[src/rtl/goodcrc_tx_if.sv]
// Byte-wide valid/ready stream from the GoodCRC builder to the PHY transmitter.
// The master side drives the frame; the slave side (PHY) returns ready.
interface goodcrc_tx_if;
  logic [7:0] phy_tx_data;
  logic       phy_tx_valid;
  logic       phy_tx_ready;
  logic       phy_tx_first;
  logic       phy_tx_last;
  logic [1:0] phy_tx_sop_type;

  modport master (
    output phy_tx_data,
    output phy_tx_valid,
    output phy_tx_first,
    output phy_tx_last,
    output phy_tx_sop_type,
    input  phy_tx_ready
  );

  modport slave (
    input  phy_tx_data,
    input  phy_tx_valid,
    input  phy_tx_first,
    input  phy_tx_last,
    input  phy_tx_sop_type,
    output phy_tx_ready
  );
endinterface

[src/rtl/goodcrc_tx.sv]
// GoodCRC acknowledgement transmitter: latches a 16-bit header on request from rx,
// appends CRC-32 and streams the 6-byte frame to the PHY with a stall timeout.
module goodcrc_tx #(
  parameter int unsigned TIMEOUT_CYCLES = 255
) (
  input  logic                clk,
  input  logic                hard_reset,
  input  logic                goodcrc_req,
  input  logic [2:0]          rx_message_id,
  input  logic [1:0]          rx_sop_type,
  input  logic [7:0]          MESSAGE_HEADER_INFO,
  goodcrc_tx_if.master        phy,
  output logic                GoodCRC_Transmission_Complete,
  output logic                goodcrc_tx_failed,
  output logic                busy
);

  localparam int unsigned STALL_W =
    ($clog2(TIMEOUT_CYCLES + 1) > 8) ? $clog2(TIMEOUT_CYCLES + 1) : 8;
  localparam logic [STALL_W-1:0] STALL_LAST = STALL_W'(TIMEOUT_CYCLES - 1);
  localparam logic [31:0] CRC_POLY = 32'h04C1_1DB7;
  localparam logic [31:0] CRC_INIT = 32'hFFFF_FFFF;

  typedef enum logic [2:0] {
    IDLE, HDR0, HDR1, CRC0, CRC1, CRC2, CRC3
  } state_t;

  state_t             state;
  logic [15:0]        hdr;
  logic [31:0]        crc;
  logic [STALL_W-1:0] stall_cnt;

  logic [15:0] hdr_next;
  logic [7:0]  crc_in_byte;
  logic [31:0] crc_acc;
  logic [31:0] crc_fin;
  logic [7:0]  crc_byte;
  logic        handshake;
  logic        req_ok;
  logic        unused_info_bits;

  function automatic logic [15:0] build_header(input logic [7:0] info,
                                               input logic [2:0] msg_id,
                                               input logic [1:0] sop);
    logic [15:0] h;
    logic        is_sop;
    is_sop  = (sop == 2'd0);
    h       = '0;
    h[4:0]  = 5'b00001;
    h[5]    = is_sop ? info[3] : 1'b0;
    h[7:6]  = info[2:1];
    h[8]    = is_sop ? info[0] : info[4];
    h[11:9] = msg_id;
    return h;
  endfunction

  // Non-reflected register fed LSB-first per byte; equivalent to the reflected CRC-32.
  function automatic logic [31:0] crc_update(input logic [31:0] crc_in,
                                             input logic [7:0]  data);
    logic [31:0] c;
    logic        fb;
    c = crc_in;
    for (int i = 0; i < 8; i++) begin
      fb = c[31] ^ data[i];
      c  = {c[30:0], 1'b0} ^ (fb ? CRC_POLY : 32'h0);
    end
    return c;
  endfunction

  function automatic logic [31:0] crc_finalize(input logic [31:0] c);
    logic [31:0] r;
    for (int i = 0; i < 32; i++) r[i] = c[31-i];
    return ~r;
  endfunction

  assign unused_info_bits = ^MESSAGE_HEADER_INFO[7:5];
  assign hdr_next    = build_header(MESSAGE_HEADER_INFO, rx_message_id, rx_sop_type);
  assign req_ok      = goodcrc_req && (rx_sop_type != 2'd3);
  assign handshake   = phy.phy_tx_valid && phy.phy_tx_ready;
  assign crc_in_byte = (state == HDR0) ? hdr[7:0] : hdr[15:8];
  assign crc_acc     = crc_update(crc, crc_in_byte);
  // In HDR1 the register still lacks the second header byte, so finalize the look-ahead.
  assign crc_fin     = crc_finalize((state == HDR1) ? crc_acc : crc);

  always_comb begin
    crc_byte = crc_fin[7:0];
    case (state)
      CRC0:    crc_byte = crc_fin[15:8];
      CRC1:    crc_byte = crc_fin[23:16];
      CRC2:    crc_byte = crc_fin[31:24];
      default: crc_byte = crc_fin[7:0];
    endcase
  end

  // NOTE: sequential state uses non-blocking assignments so every register samples
  // pre-edge values; the pulse outputs get a default 0 first and are overridden below.
  always_ff @(posedge clk or posedge hard_reset) begin
    if (hard_reset) begin
      state                         <= IDLE;
      hdr                           <= '0;
      crc                           <= CRC_INIT;
      stall_cnt                     <= '0;
      phy.phy_tx_data               <= '0;
      phy.phy_tx_valid              <= 1'b0;
      phy.phy_tx_first              <= 1'b0;
      phy.phy_tx_last               <= 1'b0;
      phy.phy_tx_sop_type           <= '0;
      GoodCRC_Transmission_Complete <= 1'b0;
      goodcrc_tx_failed             <= 1'b0;
      busy                          <= 1'b0;
    end else begin
      GoodCRC_Transmission_Complete <= 1'b0;
      goodcrc_tx_failed             <= 1'b0;
      if (state == IDLE) begin
        stall_cnt <= '0;
        if (req_ok) begin
          state               <= HDR0;
          hdr                 <= hdr_next;
          crc                 <= CRC_INIT;
          phy.phy_tx_data     <= hdr_next[7:0];
          phy.phy_tx_valid    <= 1'b1;
          phy.phy_tx_first    <= 1'b1;
          phy.phy_tx_last     <= 1'b0;
          phy.phy_tx_sop_type <= rx_sop_type;
          busy                <= 1'b1;
        end
      end else if (handshake) begin
        stall_cnt <= '0;
        case (state)
          HDR0: begin
            state            <= HDR1;
            crc              <= crc_acc;
            phy.phy_tx_data  <= hdr[15:8];
            phy.phy_tx_first <= 1'b0;
          end
          HDR1: begin
            state           <= CRC0;
            crc             <= crc_acc;
            phy.phy_tx_data <= crc_byte;
          end
          CRC0: begin
            state           <= CRC1;
            phy.phy_tx_data <= crc_byte;
          end
          CRC1: begin
            state           <= CRC2;
            phy.phy_tx_data <= crc_byte;
          end
          CRC2: begin
            state           <= CRC3;
            phy.phy_tx_data <= crc_byte;
            phy.phy_tx_last <= 1'b1;
          end
          default: begin
            state                         <= IDLE;
            phy.phy_tx_valid              <= 1'b0;
            phy.phy_tx_first              <= 1'b0;
            phy.phy_tx_last               <= 1'b0;
            busy                          <= 1'b0;
            GoodCRC_Transmission_Complete <= (state == CRC3);
          end
        endcase
      end else if (stall_cnt == STALL_LAST) begin
        // This edge is the TIMEOUT_CYCLES-th stalled cycle on the current byte.
        state             <= IDLE;
        stall_cnt         <= '0;
        phy.phy_tx_valid  <= 1'b0;
        phy.phy_tx_first  <= 1'b0;
        phy.phy_tx_last   <= 1'b0;
        busy              <= 1'b0;
        goodcrc_tx_failed <= 1'b1;
      end else begin
        stall_cnt <= stall_cnt + 1'b1;
      end
    end
  end

endmodule

[src/flat_wrapper.sv]
// flat-port wrapper written by rule: the top's interface ports become plain ports
module goodcrc_tx_flat 
#(
  parameter int unsigned TIMEOUT_CYCLES = 255
)
  (clk, hard_reset, goodcrc_req, rx_message_id, rx_sop_type, MESSAGE_HEADER_INFO, GoodCRC_Transmission_Complete, goodcrc_tx_failed, busy, phy_phy_tx_data, phy_phy_tx_valid, phy_phy_tx_first, phy_phy_tx_last, phy_phy_tx_sop_type, phy_phy_tx_ready);
  goodcrc_tx_if phy_i ();
  input  logic clk;
  input  logic hard_reset;
  input  logic goodcrc_req;
  input  logic [2:0] rx_message_id;
  input  logic [1:0] rx_sop_type;
  input  logic [7:0] MESSAGE_HEADER_INFO;
  output logic GoodCRC_Transmission_Complete;
  output logic goodcrc_tx_failed;
  output logic busy;
  output wire logic [$bits(phy_i.phy_tx_data)-1:0] phy_phy_tx_data;
  output wire logic [$bits(phy_i.phy_tx_valid)-1:0] phy_phy_tx_valid;
  output wire logic [$bits(phy_i.phy_tx_first)-1:0] phy_phy_tx_first;
  output wire logic [$bits(phy_i.phy_tx_last)-1:0] phy_phy_tx_last;
  output wire logic [$bits(phy_i.phy_tx_sop_type)-1:0] phy_phy_tx_sop_type;
  input wire logic [$bits(phy_i.phy_tx_ready)-1:0] phy_phy_tx_ready;
  assign phy_phy_tx_data = phy_i.phy_tx_data;
  assign phy_phy_tx_valid = phy_i.phy_tx_valid;
  assign phy_phy_tx_first = phy_i.phy_tx_first;
  assign phy_phy_tx_last = phy_i.phy_tx_last;
  assign phy_phy_tx_sop_type = phy_i.phy_tx_sop_type;
  assign phy_i.phy_tx_ready = phy_phy_tx_ready;
  goodcrc_tx #(.TIMEOUT_CYCLES(TIMEOUT_CYCLES)) u_core (.clk(clk), .hard_reset(hard_reset), .goodcrc_req(goodcrc_req), .rx_message_id(rx_message_id), .rx_sop_type(rx_sop_type), .MESSAGE_HEADER_INFO(MESSAGE_HEADER_INFO), .phy(phy_i), .GoodCRC_Transmission_Complete(GoodCRC_Transmission_Complete), .goodcrc_tx_failed(goodcrc_tx_failed), .busy(busy));
endmodule
[config.mk]
export PLATFORM = sky130hd
export DESIGN_NAME = goodcrc_tx_flat
export DESIGN_NICKNAME = d
export VERILOG_FILES = /design/src/rtl/goodcrc_tx_if.sv /design/src/rtl/goodcrc_tx.sv /design/src/flat_wrapper.sv
export SDC_FILE = /design/constraint.sdc
export NUM_CORES = 1
export LEC_CHECK = 0
export CAP_MARGIN = 25
export CORE_MARGIN = 5
export CORE_UTILIZATION = 45
export CTS_CLUSTER_DIAMETER = 30
export DETAILED_ROUTE_END_ITERATION = 12
export MAX_ROUTING_LAYER = met4
export PLACE_DENSITY = 0.75
export SLEW_MARGIN = 30
export SYNTH_ARGS = -nofsm -noshare
export SYNTH_HDL_FRONTEND = slang
export SYNTH_SLANG_ARGS = --single-unit
[constraint.sdc]
create_clock -name clk -period 4.35 [get_ports clk]
set_clock_uncertainty 0.05 [all_clocks]
set_input_delay 0.87 -clock clk [delete_from_list [all_inputs] [get_ports clk]]
set_output_delay 0.87 -clock clk [all_outputs]
set_load 0.005 [all_outputs]
==> results of run 1 <==
-- cell families (layout without fill, tap and decap cells) --
family	after synthesis	in the layout	synth area share [%]
xor+xnor	71	71	19.87
buf+inv	29	63	3.010
fa+ha+maj	4	4	1.229
simple gates	88	88	11.33
mux	14	14	3.716
compound gates	107	107	19.32
flops	66	66	41.52
-- cell usage in the layout (no fill, tap or decap), types with 5 or more instances in the layout --
master           instances
xnor2_1                 37
dfrtp_1                 34
dfstp_2                 32
clkdlybuf4s50_1         29
nor2_1                  25
a2bb2oi_1               23
a21oi_1                 19
xor2_1                  19
nand2_1                 18
o21ai_0                 16
buf_4                   11
o22a_1                  10
clkbuf_8                10
mux2_2                   9
nand2b_1                 7
nor3_1                   7
o22ai_1                  7
nor2b_1                  6
xnor3_1                  6
inv_1                    6
mux2i_1                  5
nand3_1                  5
-- layout make-up --
class / count / area, um2 / share of cell area, %
Multi-Input combinational cell: 284 / 2267 / 48.15
Sequential cell: 66 / 1692 / 35.93
Timing Repair Buffer: 40 / 372.9 / 7.919
Clock buffer: 13 / 148.9 / 3.162
Tap cell: 108 / 135.1 / 2.870
Clock inverter: 3 / 65.06 / 1.382
Inverter: 7 / 27.53 / 0.5846
-- through the flow --
step / hold slack (ns) / utilization, % / cell area [um2] / instances
after floorplan: 0.3840 / - / 4074 / 379
after global placement: 0.4040 / 51.27 / 4493 / 505
after detailed placement: 0.4185 / 51.27 / 4493 / 505
after CTS: 0.4360 / 53.71 / 4707 / 521
after global routing: 0.4611 / 53.73 / 4708 / 521
final: 0.4294 / 53.73 / 4708 / 521
-- registers in the layout, summed over array words and instances (netlist names) --
name,cells
u_core.hdr,8
u_core.phy.phy_tx_data,8
u_core.phy.phy_tx_first,1
u_core.phy.phy_tx_sop_type,2
u_core.stall_cnt,8
u_core.goodcrc_tx_failed,1
u_core.crc,32
u_core.state,3
u_core.phy.phy_tx_valid,1
u_core.GoodCRC_Transmission_Complete,1
u_core.phy.phy_tx_last,1
-- how the worst max path moves through the flow --
| stage | slack, ns | depth (start not counted) | start | end |
|---|---|---|---|---|
| 2_1_floorplan | 1.83 | 1 | hard_reset | u_core.GoodCRC_Transmission_Complete |
| 3_3_place_gp | 1.43 | 6 | u_core.state[1] | u_core.phy.phy_tx_data[3] |
| 3_5_place_dp | 1.42 | 6 | u_core.state[1] | u_core.phy.phy_tx_data[3] |
| 4_1_cts | 1.38 | 6 | u_core.state[1] | u_core.phy.phy_tx_data[3] |
| 5_1_grt | 1.28 | 6 | u_core.state[1] | u_core.phy.phy_tx_data[3] |
| 6_report | 1.36 | 6 | u_core.state[1] | u_core.phy.phy_tx_data[3] |
-- synthesized netlist by cell type (all sizes together) (8+ instances only) --
| cell type | instances | area, um2 |
|---|---|---|
| nor2 | 26 | 97.59 |
| xnor2 | 40 | 372.9 |
| a21oi | 19 | 95.09 |
| xor2 | 20 | 182.7 |
| o21ai | 16 | 80.08 |
| nand2 | 18 | 67.56 |
| a2bb2oi | 23 | 201.4 |
| dfstp | 32 | 840.8 |
| clkbuf | 17 | 63.81 |
| xnor3 | 9 | 206.5 |
| o22a | 10 | 87.58 |
| nor3 | 8 | 40.04 |
| dfrtp | 34 | 850.8 |
| mux2 | 9 | 101.4 |
-- metal layers --
| metal | GRT usage, % | up-vias | wire, um |
|---|---|---|---|
| met3 | 3.021 | 18 | 587 |
| met1 | 26.00 | 1564 | 4608 |
| met4 | 7.671 | 0 | 210 |
| met5 | - | - | 0 |
| li1 | - | 1441 | - |
| met2 | 29.54 | 118 | 4670 |
==> impl_metrics.py, run 1 <==
metrics = {
    "sta": {
        "relSlewSlack_pct": 49.06,
        "layout_setup_ws_ns": 1.363,
        "tightest_slew_ns": 0.7632,
        "fin_tns_setup_ns": 0,
        "fmax_ghz": 0.3348,
        "finalCritPeriodShare_pct": 68.67,
        "slew_violations": 0,
        "fin_crit_ns": 2.987,
        "setup_viol": 0,
        "hold_viol_final": 0,
        "rsz0062_at_grt": "false",
    },
    "global_routing": {
        "grtUsageTotal_pct": 19.39,
        "first_global_vias": 3255,
        "grt_start_max_net_pins": 47,
        "antenna_found_initial": 0,
        "gr-total-overflow": 0,
        "grt_pass1_wl_mm": 16.78,
    },
    "run_status": {
        "status": "completed",
    },
    "cts": {
        "post-cts-setup-buffer-count": 0,
        "root_buffer": "clkbuf_8",
        "cts_resized": 0,
        "cts.clk_slew.worst_paths_ns": 0.07,
        "clock_latency_ns": 0.35,
        "tritoncts": "done",
        "cts_max_level": 3,
        "clock_path_buffers": 2,
        "cts_buffers": 9,
        "postCtsHoldBufs": 0,
        "cts.sinks": 66,
    },
    "routing": {
        "drc": 0,
        "wl_per_cell_um": 19.34,
        "vias_per_cell": 6.029,
        "wl_mm": 10.08,
        "final_antenna_net_count": 0,
        "num_vias": 3141,
        "drtIter0Drc": 213,
        "first_pass_iters": 5,
    },
    "die": {
        "start_util_pct": 46.49,
        "io_pins": 33,
        "rows": 34,
        "core_um2": 8763,
        "fp.dieW_um": 105.1,
        "die_h_um": 105.1,
        "dieArea_um2": 11060,
    },
    "final_layout": {
        "diodes": 0,
        "drive_gt1_share_pct": 19.61,
        "area_growth_pct": 15.57,
        "nets": 429,
        "fill_cells": 781,
    },
    "critical_path": {
        "worstPathRequired_ns": 4.54,
        "cpLargestDelayFamily": "compound AO/OA/AOI/OAI gates",
        "path_max_fanout": 10,
        "reg2regPathDepth": 6,
        "timing.rr.start": "u_core.state[1]",
        "path_buf_inv": 0,
        "worstSetupEndpointType": "flop",
        "worstSetupPathType": "flop to flop",
        "rr_endpoint": "u_core.phy.phy_tx_data[3]",
        "critical-path-slowest-cell": "or3b_1",
        "crit_chain": "or3b_1 -> a211oi_4 -> xnor3_1 -> xnor2_1 -> o2111a_1 -> a211o_1",
        "arrival_ns": 3.17,
        "regToRegSetupSlack_ns": 1.36,
        "start_kind": "flop",
        "critPathMaxStageDelay_ns": 0.58,
    },
    "logic_synthesis": {
        "synth_ff_type": "dfrtp_1",
        "yosysWarnings": 0,
        "netlist_instances": 379,
        "yosys_register_bits": 66,
        "async_flop_share_pct": 100.0,
        "synth.distinct_cells": 57,
        "synth_area_um2": 4074,
        "synth-edff-count": 0,
        "ys_seq_area_share_pct": 41.52,
        "syn_avg_cell_area_um2": 10.75,
        "syn_nets": 400,
    },
    "worst_hold_path": {
        "hold_end": "u_core.phy.phy_tx_last",
        "worstHoldPathCells": 1,
        "holdCritStartpoint": "u_core.phy.phy_tx_last",
        "hp-class": "flop to flop",
    },
    "placement": {
        "place_congestion": 0.9327,
        "pre_cts_slack_ns": 1.419,
        "hpwl_mm": 7.042,
        "port_buffers": 29,
    },
    "flow_run": {
        "maxCapViolCount": 0,
    },
}
Power of run 1 is not shown: default switching activity piles up to over one toggle a cycle in this logic, so the estimate is an artifact.
==> run 2: changes to the inputs <==
==> constraint.sdc (replaced) <==
create_clock -name clk -period 2.78 [get_ports clk]
set_clock_uncertainty 0.05 [all_clocks]
set_input_delay 0.556 -clock clk [delete_from_list [all_inputs] [get_ports clk]]
set_output_delay 0.556 -clock clk [all_outputs]
set_load 0.005 [all_outputs]
==> run 2 against run 1 <==
Against the previous run:
- maximum frequency rose by 13%
- critical path depth stayed put
- final area up 2.7%
- critical path type unchanged
- critical endpoint is now u_core.crc[14]
- highest routed layer unchanged
==> impl_metrics.py, run 2 (synthesized netlist as in run 1, its figures left out) <==
metrics = {
    "cts": {
        "clock_latency_ns": 0.35,
        "cts.clk_slew.worst_paths_ns": 0.08,
        "postCtsHoldBufs": 0,
        "clock_path_buffers": 2,
        "post-cts-setup-buffer-count": 0,
        "root_buffer": "clkbuf_8",
        "cts_max_level": 3,
        "cts_buffers": 9,
        "cts_resized": 0,
        "cts.sinks": 66,
        "tritoncts": "done",
    },
    "global_routing": {
        "first_global_vias": 3259,
        "gr-total-overflow": 0,
        "antenna_found_initial": 0,
        "grt_pass1_wl_mm": 17.17,
        "grtUsageTotal_pct": 19.85,
        "grt_start_max_net_pins": 67,
    },
    "routing": {
        "first_pass_iters": 6,
        "wl_per_cell_um": 19.32,
        "drc": 0,
        "drtIter0Drc": 386,
        "num_vias": 3219,
        "vias_per_cell": 6.097,
        "final_antenna_net_count": 0,
        "wl_mm": 10.20,
    },
    "final_layout": {
        "fill_cells": 750,
        "stdcell_count": 528,
        "drive_gt1_share_pct": 21.67,
        "diodes": 0,
        "final_common_cell": "xnor2_1",
        "fin_area_um2": 4836,
        "largest_reg_flops": 32,
        "area_growth_pct": 18.70,
        "mostFrequentLayoutCells": "xnor2_1 (37), dfrtp_1 (34), dfstp_2 (32), clkdlybuf4s50_1 (29), nor2_1 (25)",
        "regMostFlops": "u_core.crc",
        "nets": 436,
    },
    "die": {
        "die_h_um": 105.1,
        "rows": 34,
        "core_um2": 8763,
        "dieArea_um2": 11060,
        "fp.dieW_um": 105.1,
        "start_util_pct": 46.49,
        "io_pins": 33,
    },
    "placement": {
        "place_congestion": 0.9000,
        "placed_cells": 512,
        "hpwl_mm": 7.211,
        "port_buffers": 29,
        "post_dp_cell_area_um2": 4571,
    },
    "sta": {
        "setup_viol": 0,
        "fmax_ghz": 0.3791,
        "finalCritPeriodShare_pct": 94.88,
        "slew_violations": 0,
        "relSlewSlack_pct": 62.35,
        "hold_viol_final": 0,
        "tightest_slew_ns": 0.5647,
        "fin_tns_setup_ns": 0,
        "fin_crit_ns": 2.638,
        "whs_ns": 0.4309,
        "rsz0062_at_grt": "false",
    },
    "critical_path": {
        "worstPathRequired_ns": 3.01,
        "path_max_fanout": 6,
        "start_kind": "flop",
        "reg2regPathDepth": 6,
        "worstSetupEndpointType": "flop",
        "worstSetupPathType": "flop to flop",
        "arrival_ns": 2.87,
    },
    "worst_hold_path": {
        "hp-class": "flop to flop",
        "worstHoldPathCells": 1,
    },
    "run_status": {
        "status": "completed",
    },
    "flow_run": {
        "maxCapViolCount": 0,
    },
}
[run 2: metrics by stage]
stage | utilization [%] | setup WS (ns)
CTS | 55.18 | 0.1545
detailed placement | 52.16 | 0.1678
finish | 55.18 | 0.1424
global placement | 52.16 | 0.2497
global route | 55.18 | 0.03800
floorplan | - | 0.2609
[run 2: path summary, 6_finish.rpt]
kind                       slack (ns)                 startpoint                       endpoint
max in group asynchronous        1.79                 hard_reset                 u_core.crc[29]
min in group asynchronous        0.53                 hard_reset  u_core.phy.phy_tx_sop_type[0]
setup reg to reg                 0.14            u_core.state[1]                 u_core.crc[14]
hold / removal                   0.43  u_core.phy.phy_tx_data[4]      u_core.phy.phy_tx_data[4]
hold reg to reg                  0.43  u_core.phy.phy_tx_data[4]      u_core.phy.phy_tx_data[4]
setup / recovery                 0.14            u_core.state[1]                 u_core.crc[14]
[run 2: worst max-delay path: stages (launching register included)]
cell	delay, ns
dfrtp_1	0.38
or3b_1	0.54
mux2i_1	0.25
xnor2_2	0.48
xor2_1	0.34
xor3_1	0.38
a2bb2oi_1	0.14
[run 2: per-layer routing]
layer	wire [um]	global-route usage, %	share of wire (%)
met3	797	5.179	7.8
met2	4640	28.06	45
met4	214	6.941	2.1
met1	4547	27.59	45
met5	0	-	0
[run 2: area by class of cell]
type,count,area (um2),share of cell area [%]
Timing Repair Buffer,47,450.4,9.314
Sequential cell,66,1692,34.98
Tap cell,108,135.1,2.794
Clock buffer,9,123.9,2.561
Inverter,7,26.28,0.5433
Multi-Input combinational cell,284,2267,46.88
Clock inverter,7,141.4,2.924
Power of run 2 is left out for the same reason.
